**config.mk**
```make
export PLATFORM = sky130hd
export DESIGN_NAME = receptor_serial_7bits
export DESIGN_NICKNAME = d
export VERILOG_FILES = /design/src/rtl/receptor_pkg.sv /design/src/rtl/deslocador_sipo.sv /design/src/rtl/receptor_serial_7bits.sv
export SDC_FILE = /design/constraint.sdc
export NUM_CORES = 1
export LEC_CHECK = 0
export ABC_AREA = 1
export ABC_CLOCK_PERIOD_IN_PS = 1110
export CORE_MARGIN = 2
export CORE_UTILIZATION = 45
export DETAILED_ROUTE_END_ITERATION = 7
export GPL_TIMING_DRIVEN = 1
export PLACE_DENSITY_LB_ADDON = 0.25
export SYNTH_ARGS = -nofsm -noshare
export SYNTH_HDL_FRONTEND = slang
export SYNTH_SLANG_ARGS = --single-unit
```
**constraint.sdc**
```tcl
create_clock -name clk -period 1.11 [get_ports clk]
set_clock_uncertainty 0.05 [all_clocks]
set_input_delay 0.222 -clock clk [delete_from_list [all_inputs] [get_ports clk]]
set_output_delay 0.222 -clock clk [all_outputs]
set_load 0.005 [all_outputs]
```
**src/rtl/receptor_pkg.sv**
```systemverilog
// Shared types and line-level constants for the serial receiver.
package receptor_pkg;

   typedef enum logic [1:0] {
      OCIOSO   = 2'd0,
      DADOS    = 2'd1,
      PARIDADE = 2'd2,
      PARADA   = 2'd3
   } estado_t;

   localparam logic START_BIT    = 1'b1;
   localparam logic STOP_BIT     = 1'b0;
   localparam logic LINHA_OCIOSA = 1'b0;

endpackage

```
**src/rtl/deslocador_sipo.sv**
```systemverilog
// N_BITS serial-in/parallel-out shift register, MSB arrives first.
module deslocador_sipo #(
   parameter int N_BITS = 7
) (
   input  logic              clk,
   input  logic              clr_n,
   input  logic              en,
   input  logic              din,
   output logic [N_BITS-1:0] q
);

   always_ff @(posedge clk) begin
      if (!clr_n)
         q <= '0;
      else if (en)
         q <= {q[N_BITS-2:0], din};
   end

endmodule

```
**src/rtl/receptor_serial_7bits.sv**
```systemverilog
// Serial frame receiver: start, N_BITS data MSB first, optional parity, stop.
// Define RECEPTOR_PARIDADE_EN to require an even-parity bit before the stop bit.
module receptor_serial_7bits
   import receptor_pkg::*;
#(
   parameter int N_BITS = 7,
   parameter int CNT_W  = 3
) (
   input  logic              clk,
   input  logic              rst_n,
   input  logic              amostra,
   input  logic              bit_serial,
   output logic [N_BITS-1:0] dados,
   output logic              valido,
   output logic              ocupado,
   output logic              erro_quadro
);

   estado_t             estado;
   logic [CNT_W-1:0]    cnt;
   logic [N_BITS-1:0]   shift_q;
   logic                shift_en;
`ifdef RECEPTOR_PARIDADE_EN
   logic                erro_par;
`endif

   assign shift_en = amostra && (estado == DADOS);
   assign ocupado  = (estado != OCIOSO);

   deslocador_sipo #(.N_BITS(N_BITS)) u_desl (
      .clk   (clk),
      .clr_n (rst_n),
      .en    (shift_en),
      .din   (bit_serial),
      .q     (shift_q)
   );

   always_ff @(posedge clk) begin
      if (!rst_n) begin
         estado      <= OCIOSO;
         cnt         <= '0;
         dados       <= '0;
         valido      <= 1'b0;
         erro_quadro <= 1'b0;
`ifdef RECEPTOR_PARIDADE_EN
         erro_par    <= 1'b0;
`endif
      end else begin
         valido      <= 1'b0;
         erro_quadro <= 1'b0;
         if (amostra) begin
            case (estado)
               OCIOSO: begin
                  if (bit_serial == START_BIT) begin
                     estado <= DADOS;
                     cnt    <= '0;
`ifdef RECEPTOR_PARIDADE_EN
                     erro_par <= 1'b0;
`endif
                  end
               end
               DADOS: begin
                  cnt <= cnt + CNT_W'(1);
                  if (cnt == CNT_W'(N_BITS - 1)) begin
`ifdef RECEPTOR_PARIDADE_EN
                     estado <= PARIDADE;
`else
                     estado <= PARADA;
`endif
                  end
               end
`ifdef RECEPTOR_PARIDADE_EN
               PARIDADE: begin
                  // Data plus parity must XOR to zero (even parity).
                  erro_par <= ^{shift_q, bit_serial};
                  estado   <= PARADA;
               end
`endif
               PARADA: begin
`ifdef RECEPTOR_PARIDADE_EN
                  if (bit_serial == STOP_BIT && !erro_par) begin
`else
                  if (bit_serial == STOP_BIT) begin
`endif
                     dados  <= shift_q;
                     valido <= 1'b1;
                  end else begin
                     erro_quadro <= 1'b1;
                  end
                  estado <= OCIOSO;
               end
               default: estado <= OCIOSO;
            endcase
         end
      end
   end

endmodule

```
Yosys cells after proc, flatten, opt, wreduce, memory -nomap -nowiden
Cells that the tools add are included.
{ "word_totals": {"register_bits": 21, "out_inout_bits": 10} }
{ "classes": {"n_addsub": 1, "n_eq_ne": 5, "mux": 7, "n_bitwise": 1, "n_reduce_logical": 8} }
{ "op_table": {"columns": ["op", "count"], "rows": [
  ["3-bit AND reduction", 4],
  ["3-bit one-hot mux with 2 select lines", 1],
  ["2-bit two-way mux", 2],
  ["2-bit one-hot mux with 2 select lines", 1],
  ["2-bit nonzero test", 2],
  ["3-bit by 1-bit adder with 3-bit output, second input constant", 1],
  ["3-bit == test, second input constant", 1],
  ["3-bit two-way mux", 1],
  ["2-bit by 1-bit == test with 1-bit output, second input constant", 1],
  ["2-bit == test, second input constant", 1],
  ["2-bit logical NOT", 1],
  ["1-bit two-way mux", 2],
  ["2-bit by 1-bit != test with 1-bit output, second input constant", 1],
  ["2-bit != test, second input constant", 1],
  ["1-bit logical AND", 1],
  ["1-bit inverter", 1]
]} }

Longest topological paths before layout
{ "logic_depth": {"ltp_word": 3, "depth_mapped": 7, "mapped_depth_nobuf": 7} }

Cells and area by module
Synthesis repeated with hierarchy kept, for this count alone.
{ "unflattened": {"cells_unflattened": 123, "hier_area_um2": 869.6} }
{ "by_module_without_submodules": {"columns": ["mod", "instances", "cells_each", "area_each_um2", "seq_area_each_um2"], "rows": [
  ["receptor_serial_7bits", 1, 80, 586.8, 280.3],
  ["deslocador_sipo", 1, 43, 282.8, 140.1]
]} }

Least setup slack after synthesis
Ideal clock, no wire load.
{ "synth_path": {"kind": "register to register", "startpoint": "reg cnt[0]", "endpoint": "reg cnt[1]", "setup_time_ps": 70, "arrival_time_ps": 958, "setup_slack_ps": 32, "path_stages_with_launch": 5, "n_path_buf": 0, "synth_period_minus_slack_ps": 1078, "path_cell_list": "dfxtp_1 inv_1 ha_1 or2_1 a21oi_1"} }
{ "synth_via": {"elab_chain_len": 2} }
{ "synth_lines": {"columns": ["element", "line", "source"], "rows": [
  ["start: declaration", "receptor_serial_7bits.sv:20", "logic [CNT_W-1:0] cnt;"],
  ["start signal: assignment", "receptor_serial_7bits.sv:63", "cnt <= cnt + CNT_W'(1);"],
  ["3-bit by 1-bit adder with 3-bit output", "receptor_serial_7bits.sv:63", null],
  ["3-bit one-hot mux with 2 select lines", "receptor_serial_7bits.sv:52", "case (estado)"]
]} }
No other way between the ends.
A chain may end at the register's enable or synchronous reset.

Final worst setup path
{ "layout_path": {"startpoint": "reg estado[1]", "endpoint": "out ocupado"} }
{ "layout_via": {"elab_chain_len": 1} }
{ "layout_lines": {"columns": ["element", "line", "source"], "rows": [
  ["start: declaration", "receptor_serial_7bits.sv:19", "estado_t estado;"],
  ["start signal: assignment", "receptor_serial_7bits.sv:40", "estado <= OCIOSO;"],
  ["start signal: assignment", "receptor_serial_7bits.sv:55", "estado <= DADOS;"],
  ["start signal: assignment", "receptor_serial_7bits.sv:68", "estado <= PARADA;"],
  ["2-bit nonzero test", "receptor_serial_7bits.sv:28", "assign ocupado = (estado != OCIOSO);"],
  ["end: declaration", "receptor_serial_7bits.sv:15", "output logic ocupado,"]
]} }
No other way between the ends.

==> impl_metrics.csv <==
group,metric,value,unit
timing,whs,0.224,ns
global_routing,antenna_found_initial,0,
critical_path,cpPeakStageDelay,0.34,ns
clock_tree,cts_buffers,3,
hold_path,holdCritStartpoint,"bit_serial",
global_routing,grt_start_max_net_pins,13,
critical_path,r2r_slack,-0.07,ns
route,drtIter0Drc,18,
timing,slew_viol_final,0,
critical_path,critPathArrivalTime,0.99,ns
global_routing,busiest_layer,"met2",
route,route.detailed.drc,0,
timing,hold_viol_final,0,
die,pin_count,14,
critical_path,path_max_fanout,2,
run_status,outcome,"complete, but fails checks",
final_layout,finish.net_count,137,
global_routing,globalRouteOverflowTotal,0,
die,dieArea,2210,sq um
place,globalplace.congestion,0.740,
synthesis,avgSynthCellArea,8.01,sq um
route,vias,760,
timing,min_period,1.27,ns
power_and_ir_drop,powerDensity,1150,nW/um^2
hold_path,worstHoldPathType,"in -> reg",
synthesis,ys_seq_elements,21,
critical_path,crit_chain,"or2_4 -> buf_6",
clock_tree,clk_latency,0.31,ns
route,drt_first_pass_iters,4,
critical_path,cp_slowest_cell,"dfxtp_2",
clock_tree,clock-sinks,21,
critical_path,reg2regPathDepth,7,
die,core_area,1730,sq um
final_layout,layout-drive-gt1-share,0.423,
timing,relSlewSlack,0.698,
global_routing,grt_pass1_vias,634,
global_routing,use_met3,0.0577,
final_layout,final_cell_mix,"nand2_1, nor2_1, dfxtp_2",
global_routing,grtUsageTotal,0.168,
die,rows,15,
place,io_buffers,13,
clock_tree,cts-root-buf,"clkbuf_4",
synthesis,synth_cells,104,
die,die_h,47.0,microns
synthesis,ys_seq_area_frac,0.505,
synthesis,synth_cell_types,22,
global_routing,grt_util_met2,0.252,
global_routing,grt_use_met1,0.217,
route,wl,1860,microns
die,die_w,47.0,microns
timing,fmax,789,MHz
critical_path,r2r-end,"u_desl.q[6]",
global_routing,grt_pass1_wl,2580,microns
power_and_ir_drop,ir_drop,0.867,mV
synthesis,synth_ff_type,"dfxtp_1",
critical_path,critPathKind,"reg -> out",
timing,period_share,1.14,
synthesis,postSynth.asyncResetShare,0,
route,wl_per_cell,12.0,microns
synthesis,synth_warnings,0,
critical_path,required,0.84,ns
critical_path,end_kind,"output port",
timing,worst_pin_slew,0.452,ns
clock_tree,clk_pin_slew,0.11,ns
clock_tree,htree_levels,1,
synthesis,synth-edff-count,0,
final_layout,syn_to_final_growth,36.6,%
clock_tree,clock_path_buffers,2,
final_layout,fin_util,0.659,
critical_path,critPathLaunchType,"register",
power_and_ir_drop,total_power,1.31,mW
clock_tree,cts_tree,"done",
route,drtAntennaViolNets,0,
synthesis,synth.net_count,110,
timing,setup_slack,-0.157,ns
final_layout,final_common_cell,"nand2_1",
hold_path,hold_depth,3,
run_status,violations,"setup timing",
route,routed_via_density,4.90,
timing,setup_viol,13,
critical_path,r2r-start,"estado[1]",
job,max_cap_violations,0,
power_and_ir_drop,p_leak,0.483,nW
place,dp_hpwl,1150,microns
hold_path,hold_end,"u_desl.q[0]",
final_layout,diodes,0,
die,start_util,0.483,
timing,rsz0062_at_grt,"true",
clock_tree,cts-hold-fix-buffers,0,
synthesis,syn-cell-area,833,sq um
-- worst max-delay path: cells and delay by family, from the launching register on --
kind / cells / cell delay, ns
DFF: 1 / 0.34
and+or+nand+nor: 1 / 0.24
buffers and inverters: 1 / 0.11
-- per-layer routing --
metal | wire length [microns] | vias up
met5 | 0 | -
met3 | 113 | 8
met4 | 61 | 0
li1 | - | 393
met2 | 907 | 22
met1 | 778 | 337
-- through the flow --
stage | cell area, sq um | worst slack (ns) | setup TNS, ns | cells
after floorplan | 833 | 0.0320 | 0 | 104
after global placement | 1060 | -0.389 | -6.75 | 150
after detailed placement | 1060 | -0.426 | -7.40 | 150
after CTS | 1080 | -0.158 | -1.06 | 154
after global routing | 1140 | -0.192 | -1.66 | 155
final | 1140 | -0.157 | -0.735 | 155
-- Yosys cell counts, drive strengths merged (2+ instances only) --
cell type / n / share of area
nand2: 25 / 0.12
dfxtp: 21 / 0.50
nor2: 17 / 0.077
a21oi: 12 / 0.077
o21ai: 8 / 0.048
inv: 6 / 0.027
nand3: 5 / 0.036
buf: 2 / 0.020
ha: 2 / 0.030
or2: 2 / 0.015
-- registers in the layout, summed over array words and instances, names as in the netlist --
register     flops
dados            7
u_desl.q         7
cnt              3
estado           2
valido           1
erro_quadro      1
-- final cells by class --
type,count,area (sq um)
Clock buffer,3,22.5
Clock inverter,1,5.00
Fill cell,156,588
Inverter,7,31.3
Multi-Input combinational cell,74,433
Sequential cell,21,434
Tap cell,25,31.3
Timing Repair Buffer,24,181
-- cells by family (layout without fill, tap and decap cells) --
family | after synthesis | after routing | synth area share
adders and majority gates | 2 | 2 | 0.0300
AOI/OAI and AO/OA | 20 | 20 | 0.125
DFF | 21 | 21 | 0.505
buffers and inverters | 10 | 35 | 0.0570
and+or+nand+nor | 51 | 52 | 0.284
-- worst max-delay path by stage --
stage	cells past startpoint	end	from	slack (ns)
floorplan	4	cnt[1]	cnt[0]	0.03
global placement	6	dados[3]	amostra	-0.39
detailed placement	6	dados[4]	amostra	-0.43
CTS	2	ocupado	estado[0]	-0.16
global route	2	ocupado	estado[1]	-0.19
finish	2	ocupado	estado[1]	-0.16
-- power by group --
part           total (mW)  internal [mW]  leakage, nW  switching, mW
registers           0.770          0.764        0.175        0.00572
clock network       0.361          0.135       0.0177          0.226
logic               0.178         0.0815        0.290         0.0970
total                1.31          0.980        0.483          0.329
-- what timing repair did --
item | in CTS | in global routing
endpoints found under the setup margin | 29 | 22
setup buffers | 0 | 0
gates cloned | 0 | 1
gates resized for setup | 53 | 24
pin swaps | 0 | 4
No activity file was read; power rests on OpenSTA's default activity.
